<file path="config.mk">
export PLATFORM = sky130hd
export DESIGN_NAME = bcd_dec_arbiter
export DESIGN_NICKNAME = d
export VERILOG_FILES = /design/src/rtl/bcd_arb_pkg.sv /design/src/rtl/bcd_rr_pick.sv /design/src/rtl/bcd_dec_arbiter.sv
export SDC_FILE = /design/constraint.sdc
export NUM_CORES = 1
export LEC_CHECK = 0
export CELL_PAD_IN_SITES_DETAIL_PLACEMENT = 0
export CELL_PAD_IN_SITES_GLOBAL_PLACEMENT = 1
export CORE_MARGIN = 1
export CORE_UTILIZATION = 37
export CTS_CLUSTER_SIZE = 28
export DETAILED_ROUTE_END_ITERATION = 6
export MAX_ROUTING_LAYER = met4
export PLACE_DENSITY = 0.83
export SLEW_MARGIN = 20
export SYNTH_ARGS = -nofsm -noshare
export SYNTH_HDL_FRONTEND = slang
export SYNTH_HIERARCHICAL = 1
export SYNTH_SLANG_ARGS = --single-unit
</file>
<file path="constraint.sdc">
create_clock -name clk -period 4.3 [get_ports clk]
set_clock_uncertainty 0.1 [all_clocks]
set_input_delay 0.43 -clock clk [delete_from_list [all_inputs] [get_ports clk]]
set_output_delay 0.43 -clock clk [all_outputs]
set_load 0.005 [all_outputs]
</file>
<file path="src/rtl/bcd_arb_pkg.sv">
// Shared types and helpers for the round-robin BCD decoder arbiter.
// The decoder self-check is built only when BCD_ARB_CHECK_EN is defined.
package bcd_arb_pkg;

  localparam logic [1:0] ST_IDLE  = 2'd0;
  localparam logic [1:0] ST_DRIVE = 2'd1;
  localparam logic [1:0] ST_CAPT  = 2'd2;
  localparam logic [1:0] ST_RESP  = 2'd3;

  localparam int unsigned BCD_MAX = 9;
  localparam int unsigned DEC_W   = 9;
  localparam int unsigned CNT_W   = 4;

  // One-hot {B9..B1} a healthy decoder produces for digit d; zero for d=0.
  function automatic logic [DEC_W-1:0] bcd_expect(input logic [3:0] d);
    if (d == 4'd0 || 32'(d) > BCD_MAX) return '0;
    return DEC_W'(1) << (d - 4'd1);
  endfunction

endpackage

</file>
<file path="src/rtl/bcd_rr_pick.sv">
// Combinational round-robin picker: first set request at or after ptr, circular.
module bcd_rr_pick #(
  parameter int unsigned NREQ = 4,
  parameter int unsigned IDW  = 2
) (
  input  logic [NREQ-1:0] req,
  input  logic [IDW-1:0]  ptr,
  output logic [NREQ-1:0] onehot_c,
  output logic [IDW-1:0]  idx_c,
  output logic            any_c
);

  logic [IDW-1:0] j;

  always_comb begin
    onehot_c = '0;
    idx_c    = '0;
    any_c    = 1'b0;
    j        = '0;
    for (int unsigned k = 0; k < NREQ; k++) begin
      j = IDW'((32'(ptr) + k) % NREQ);
      if (!any_c && req[j]) begin
        any_c       = 1'b1;
        idx_c       = j;
        onehot_c[j] = 1'b1;
      end
    end
  end

endmodule

</file>
<file path="src/rtl/bcd_dec_arbiter.sv">
// Round-robin arbiter sharing one BCD-to-decimal decoder between NREQ requesters.
// Define BCD_ARB_CHECK_EN to add the decoder pattern check and chk_fail output.
module bcd_dec_arbiter
  import bcd_arb_pkg::*;
#(
  parameter int unsigned NREQ   = 4,
  parameter int unsigned SETTLE = 1,
  parameter int unsigned IDW    = $clog2(NREQ)
) (
  input  logic              clk,
  input  logic              rst_n,
  input  logic [NREQ-1:0]   req,
  input  logic [4*NREQ-1:0] req_digit,
  output logic [NREQ-1:0]   gnt,
  output logic              A1,
  output logic              A2,
  output logic              A4,
  output logic              A8,
  input  logic              B1,
  input  logic              B2,
  input  logic              B3,
  input  logic              B4,
  input  logic              B5,
  input  logic              B6,
  input  logic              B7,
  input  logic              B8,
  input  logic              B9,
  output logic              rsp_valid,
  input  logic              rsp_ready,
  output logic [IDW-1:0]    rsp_id,
  output logic [DEC_W-1:0]  rsp_dec,
  output logic              rsp_err
`ifdef BCD_ARB_CHECK_EN
  ,
  output logic              chk_fail
`endif
);

  logic [1:0]       state_q, state_d;
  logic [IDW-1:0]   ptr_q, ptr_d;
  logic [NREQ-1:0]  gnt_q, gnt_d;
  logic [3:0]       a_q, a_d;
  logic             vld_q, vld_d;
  logic [IDW-1:0]   id_q, id_d;
  logic [DEC_W-1:0] dec_q, dec_d;
  logic             err_q, err_d;
  logic [CNT_W-1:0] cnt_q, cnt_d;
`ifdef BCD_ARB_CHECK_EN
  logic             chk_q, chk_d;
`endif

  logic [NREQ-1:0]  pick_oh;
  logic [IDW-1:0]   pick_idx;
  logic             pick_any;
  logic [3:0]       digits [NREQ];
  logic [3:0]       sel_digit;
  logic [DEC_W-1:0] b_vec;

  assign b_vec = {B9, B8, B7, B6, B5, B4, B3, B2, B1};

  always_comb begin
    for (int unsigned i = 0; i < NREQ; i++) digits[i] = req_digit[4*i +: 4];
  end

  assign sel_digit = digits[pick_idx];

  bcd_rr_pick #(.NREQ(NREQ), .IDW(IDW)) u_pick (
    .req      (req),
    .ptr      (ptr_q),
    .onehot_c (pick_oh),
    .idx_c    (pick_idx),
    .any_c    (pick_any)
  );

  // State and datapath registers.
  always_ff @(posedge clk or negedge rst_n) begin
    if (!rst_n) begin
      state_q <= ST_IDLE;
      ptr_q   <= '0;
      gnt_q   <= '0;
      a_q     <= '0;
      vld_q   <= 1'b0;
      id_q    <= '0;
      dec_q   <= '0;
      err_q   <= 1'b0;
      cnt_q   <= '0;
`ifdef BCD_ARB_CHECK_EN
      chk_q   <= 1'b0;
`endif
    end else begin
      state_q <= state_d;
      ptr_q   <= ptr_d;
      gnt_q   <= gnt_d;
      a_q     <= a_d;
      vld_q   <= vld_d;
      id_q    <= id_d;
      dec_q   <= dec_d;
      err_q   <= err_d;
      cnt_q   <= cnt_d;
`ifdef BCD_ARB_CHECK_EN
      chk_q   <= chk_d;
`endif
    end
  end

  // Next-state and next-output logic.
  always_comb begin
    state_d = state_q;
    ptr_d   = ptr_q;
    gnt_d   = '0;
    a_d     = a_q;
    vld_d   = vld_q;
    id_d    = id_q;
    dec_d   = dec_q;
    err_d   = err_q;
    cnt_d   = cnt_q;
`ifdef BCD_ARB_CHECK_EN
    chk_d   = chk_q;
`endif
    case (state_q)
      ST_IDLE: begin
        a_d = '0;
        if (pick_any) begin
          gnt_d = pick_oh;
          id_d  = pick_idx;
          cnt_d = '0;
          if (32'(sel_digit) <= BCD_MAX) begin
            a_d     = sel_digit;
            state_d = ST_DRIVE;
          end else begin
            err_d   = 1'b1;
            dec_d   = '0;
            state_d = ST_RESP;
          end
        end
      end
      ST_DRIVE: begin
        if (32'(cnt_q) == SETTLE - 1) state_d = ST_CAPT;
        else cnt_d = cnt_q + CNT_W'(1);
      end
      ST_CAPT: begin
        dec_d   = b_vec;
        err_d   = 1'b0;
        vld_d   = 1'b1;
        state_d = ST_RESP;
`ifdef BCD_ARB_CHECK_EN
        if (b_vec != bcd_expect(a_q)) begin
          chk_d = 1'b1;
          err_d = 1'b1;
        end
`endif
      end
      ST_RESP: begin
        // Invalid digits arrive here with valid still low; raise it one cycle later.
        if (!vld_q) begin
          vld_d = 1'b1;
        end else if (rsp_ready) begin
          vld_d   = 1'b0;
          ptr_d   = (32'(id_q) == NREQ - 1) ? '0 : id_q + IDW'(1);
          a_d     = '0;
          state_d = ST_IDLE;
        end
      end
      default: state_d = ST_IDLE;
    endcase
  end

  assign gnt       = gnt_q;
  assign A1        = a_q[0];
  assign A2        = a_q[1];
  assign A4        = a_q[2];
  assign A8        = a_q[3];
  assign rsp_valid = vld_q;
  assign rsp_id    = id_q;
  assign rsp_dec   = dec_q;
  assign rsp_err   = err_q;
`ifdef BCD_ARB_CHECK_EN
  assign chk_fail  = chk_q;
`endif

endmodule
</file>
Word-level counts from Yosys, hierarchy flattened
Cells that the tools add are included.

Magnitude comparators: 10. Reductions and logical operators: 22. Equal/unequal tests: 10. Add/subtract/negate cells: 5. Multiplexer cells: 57. Bitwise gates (word level): 4.

Operators by type and width (count): two-way mux 4 bit (14); two-way mux 2 bit (10); two-way mux 9 bit (2); case mux 9 bit (2 select lines) (1); two-way mux 1 bit (16); case mux 4 bit (2 select lines) (2); < comparator 2 x 3 -> 1 bit, second input constant (4); inequality test 2 bit, second input constant (6); OR 4 bit (3); AND reduction 3 bit (4); binary-select mux 1 bit (select 2 bit) (4); binary-select mux 4 bit (select 2 bit) (1); demux 1 bit (select 2 bit) (4); greater-or-equal comparator 2 x 1 -> 1 bit, second input constant (4); case mux 2 bit (4 select lines) (1); nonzero test 2 bit (4); logical AND 1 bit (7); equality test 2 bit, second input constant (3); adder 2 x 1 -> 2 bit, second input constant (2); adder 2 bit, second input constant (2); adder 4 x 1 -> 4 bit, second input constant (1); <= comparator 4 bit, second input constant (1); zero test 4 bit (1); case mux 1 bit (2 select lines) (2); 7 further kinds (9).

Input port bits: 32. Register bits after elaboration: 29.

Depth between registers and ports, before layout
Gate-level depths: netlist of run 1.

Depth after elaboration: 20. Gate-level depth with buffers: 13. Gate-level depth less buffers: 10.

Modules after synthesis
Netlist of run 1, hierarchy kept.

Modules (own cells, without submodules): bcd_dec_arbiter (area an instance 1490.2 sq um, cells each 133, times used 1, seq. area each 725.7 sq um); bcd_rr_pick (area an instance 419.2 sq um, cells each 45, times used 1, seq. area each 0.0 sq um).

Worst setup path after synthesis of run 1
OpenSTA, ideal clock, no wires.

Kind: flip-flop to flip-flop. Start: register ptr_q[0]. End: register dec_q[0], in the netlist rsp_dec[0]. Period minus slack after synthesis: 3.325 ns. Data required time: 4.076 ns. Cell stages (with the launch flop): 10. Path slack: 0.975 ns. Data arrival time: 3.101 ns. Buffers on the path: 3. Path through: dfrtp_1 buf_6 mux4_2 clkbuf_1 o31ai_1 mux4_2 o21ai_2 o22ai_1 buf_6 mux2i_1.

Word-level cells in the longest chain between the ends: 19. Elaborated cells between the ends (all ways): 33.

RTL lines: start, declared (line bcd_dec_arbiter.sv:40) `logic [IDW-1:0] ptr_q, ptr_d;`; start signal, assigned (line bcd_dec_arbiter.sv:92) `ptr_q <= ptr_d;`; parallel branches: the longest is 11 deep, another holds adder 2 x 1 -> 2 bit; two-way mux 2 bit * (line bcd_rr_pick.sv:22) `if (!any_c && req[j]) begin`; via pick_idx[0] (line bcd_dec_arbiter.sv:53) `logic [IDW-1:0] pick_idx;`; inverter 2 -> 3 bit (implied by the code) * (line bcd_dec_arbiter.sv:65) `assign sel_digit = digits[pick_idx];`; binary-select mux 4 bit (select 2 bit) * (line bcd_dec_arbiter.sv:65); two-way mux 4 bit (implied by the code) * (2 in a row) (line bcd_dec_arbiter.sv:65); <= comparator 4 bit * (line bcd_dec_arbiter.sv:127) `if (32'(sel_digit) <= BCD_MAX) begin`; inequality test 2 bit (no line) *; AND reduction 3 bit (no line) *; end signal, assigned (line bcd_dec_arbiter.sv:84) `dec_q <= '0;`; end signal, assigned (line bcd_dec_arbiter.sv:97) `dec_q <= dec_d;`; end, declared (line bcd_dec_arbiter.sv:45) `logic [DEC_W-1:0] dec_q, dec_d;`.

Mark *: on every way through the listed nets, which the timed path passes. The select of a mux whose other input is x is not followed. A chain may end at the register's enable or synchronous reset.

Worst setup path after layout of run 1
Start: register ptr_q[1]. End: register dec_q[3], in the netlist rsp_dec[3].

The elaborated chain is that of the path after synthesis.

==> results of run 1 <==
==> cells by family after synthesis <==
logic type	after synthesis
and+or+nand+nor	45
AOI/OAI and AO/OA	40
DFF	29
buffers and inverters	27
muxes	25
adders and majority gates	12
==> how the worst max path moves through the flow <==
stage	end	startpoint	slack, ns
floorplan	rsp_dec[0]	ptr_q[0]	0.98
global placement	rsp_dec[7]	req[0]	0.03
detailed placement	rsp_dec[3]	req[0]	-0.11
CTS	rsp_dec[3]	ptr_q[1]	0.10
global route	rsp_dec[3]	ptr_q[1]	0.24
finish	rsp_dec[3]	ptr_q[1]	0.49
==> flip-flops by register name (all words and copies together), names as in the netlist <==
signal / count
ptr_q: 2
rsp_err: 1
state_q: 2
rsp_valid: 1
rsp_id: 2
a_q: 4
rsp_dec: 9
cnt_q: 4
gnt: 4
==> area by class of cell <==
cell class / instances / area (sq um) / area share [%]
clock buffer: 6 / 72.6 / 2.83
clock inverter: 2 / 10.0 / 0.390
inverter: 19 / 71.3 / 2.78
multi-input combinational: 122 / 1070 / 41.6
sequential: 29 / 726 / 28.3
tap: 67 / 83.8 / 3.27
timing repair buffer: 54 / 536 / 20.9
==> synth_stat cells, drive strengths merged (2+ instances only) <==
library cell,n
a31oi,2
mux2,5
buf,3
nor4b,2
a22o,2
a22oi,8
inv,19
mux4,8
clkbuf,5
a32o,3
mux2i,12
and3,5
nand3,4
nand2b,3
dfrtp,29
ha,12
nor3,3
nor2,6
o21ai,12
a21oi,2
o31ai,2
nand2,14
==> critical path: cells and delay by family (launching register included) <==
| family | cells | cell delay (ns) |
|---|---|---|
| AOI/OAI and AO/OA | 4 | 1.24 |
| adders and majority gates | 1 | 0.38 |
| buffers and inverters | 1 | 0.15 |
| DFF | 1 | 0.53 |
| muxes | 3 | 1.25 |
==> metrics by stage <==
| stage | setup TNS, ns | std cells | total power, mW |
|---|---|---|---|
| floorplan | 0 | 178 | 1.26 |
| global placement | 0 | 291 | 1.53 |
| detailed placement | -0.716 | 291 | 1.55 |
| CTS | 0 | 299 | 1.77 |
| global route | 0 | 299 | 1.91 |
| finish | 0 | 299 | 1.77 |
==> cell usage in the layout (no fill, tap or decap), types with 2 or more instances in the layout <==
| cell | synthesis | routed |
|---|---|---|
| nand3_1 | 4 | 4 |
| o31ai_1 | 2 | 2 |
| a31oi_1 | 2 | 2 |
| mux2i_1 | 12 | 12 |
| clkdlybuf4s50_1 | 0 | 52 |
| a21oi_1 | 2 | 2 |
| a22o_1 | 2 | 2 |
| nand2_1 | 14 | 14 |
| clkbuf_8 | 0 | 5 |
| o21ai_0 | 11 | 11 |
| ha_1 | 12 | 12 |
| clkinv_2 | 0 | 2 |
| nand2b_1 | 3 | 3 |
| dfrtp_1 | 29 | 29 |
| nor2_1 | 6 | 6 |
| mux4_1 | 3 | 3 |
| and3_1 | 5 | 5 |
| mux4_2 | 5 | 5 |
| a22oi_1 | 8 | 8 |
| nor3_1 | 3 | 3 |
| mux2_2 | 5 | 5 |
| inv_1 | 19 | 19 |
| buf_4 | 0 | 2 |
| a32o_1 | 3 | 3 |
==> report_power, final <==
| group | switching, mW | internal, mW |
|---|---|---|
| clock network | 0.101 | 0.112 |
| registers | 0.0763 | 0.369 |
| logic | 0.554 | 0.554 |
==> layer usage <==
metal  wire length, microns  GRT usage (%)  vias to the layer above
met4                     71           5.77                        0
met5                      0              -                        -
met3                    247           6.17                        9
met2                   1840           24.3                       60
met1                   1910           21.0                      729
li1                       -              -                      767
==> results.md, run 1 <==
* Run status: finished clean
* Starting Density at roughly two fifths
* First-pass GRT wire length at about 6600 microns
* Post-synthesis mux area share at 19.3%
* Vias/cell at 5.23
* Final hold viol count at 0
* Total grt overflow at 0
* Crit path kind: reg -> reg
* Clock sink count at 29
* Core area at ~4800 sq um
* Final nets at 275
* Synth Warn # at 6
* CP dominant cell by count: mux4_2
* Sequential area share after synthesis at a little under two fifths
* R2r setup slk at just under 0.5 ns
* Fillers at ~430
* Post-synth cell types at 42
* Register-to-Register Path Depth at 9
* Fmax at between 200 and 300 MHz
* Pin count of the biggest net entering global routing at 30
* IO Count at between 50 and 60
* Initial antenna violation count at 0
* Area contributors post-synth: dfrtp_1, ha_1, mux2i_1
* Antenna-violating nets left at 0
* Synth Area in Compound Gates at approximately 15%
* Share of cells above drive strength 1 at 10.8%
* PD cells at approximately 690 nW/um^2
* Beginning of the worst register-to-register path: ptr_q[1]
* CTS max path bufs at 2
* Unrepaired setup endpoints after global routing: no
* Count of port buffers added during placement at 52
* CTS clock-pin slew for the worst setup and hold paths at 0.06 ns
* DP Worst Slack at -0.105 ns
* Number of remaining DRC errors at 0
* Detailed-router iteration count before antenna repair at 4
* Gr usage total at between 10% and 20%
* Largest family of logic cells by synthesized area: multiplexers
* Vias at ~1,600
* Post-DP HPWL at 3010 microns
* Asr flop ratio synth at 100%
* Worst Setup Start Kind: flip-flop
* CP max stage cell: o31ai_1
* CTS tree: done
* Worst path max stage delay at 0.74 ns
* H-tree depth at 2
* Min-Delay Path Class: in -> async
* Crit path cell chain: inv_1, ha_1, mux4_2, a21oi_1, o31ai_1, mux4_2, o21ai_2, o22ai_2, mux2i_1
* Die X at ~74 microns
* Ant. Diodes at 0
* Crit path DAT at between 3 and 4 ns
* Slew HR at approximately two fifths
* Design Area, Final at between 2000 and 3000 sq um
* CTS root buffer: clkbuf_8
* RePlAce Congestion at 0.773
* Routed wire length at 4070 microns
* Worst hold slack at 0.417 ns
* Drt wl/cell at about 14 microns
* Post-synthesis xor/xnor area fraction at 0%
* Post-CTS Resized at 0
* Die area at ~5500 sq um
* VDD IR max at about 0.34 mV
* Placed cell areas at 2480 sq um
* Setup Viol. Count Final at 0
* Reg2reg end: rsp_dec[3]
* Vias in the first global route at ~1,500
* Area leader, netlist: dfrtp_1
* Post-synth top area share at a little under two fifths
* Die Y at around 74 microns
* Leakage at roughly 1.1 nW
* Mean Syn Cell Area at about 11 sq um
* Adder-cell share of the synthesized area at under 10%
* Worst-skew pair later-pin latency at approximately 0.28 ns
* EDFF count, synth at 0
* Mapped Area at between 1500 and 2000 sq um
* Max-slew violations at 0
* Max Cap Viol at 0
* Top FF cell, synth: dfrtp_1
* Layout area overhead at 34.3%
* Worst Path Max Fanout at 10
* Required time of the critical path at ~4.3 ns
* Simple-gate area share of the yosys netlist at a little over an eighth
* Synth Register Bits at 29
* Hold Buf Count CTS at 0
* Fin crit period at 3.81 ns
* Least-Margin Pin Slew at between 0.9 and 1 ns
* Layout Utilization at 52.9%
* Synthesized net count at between 200 and 250
* Cells after Synth at between 150 and 200
* Drt initial violations at between 70 and 80
* Worst setup margin at between 0.4 and 0.5 ns
* CP endpoint kind: flip-flop
* Setup Fix Bufs, Post-CTS at 0
* Period utilization at around nine tenths
* Total CTS buffers at 5
* FP Rows at 25
No activity file was read; power rests on OpenSTA's default activity.
==> run 2, diff against run 1 <==
Settings changed: SKIP_CTS_REPAIR_TIMING set to 1.
==> results of run 2 <==
Final layout, timing and power as in run 1 (identical DEF).
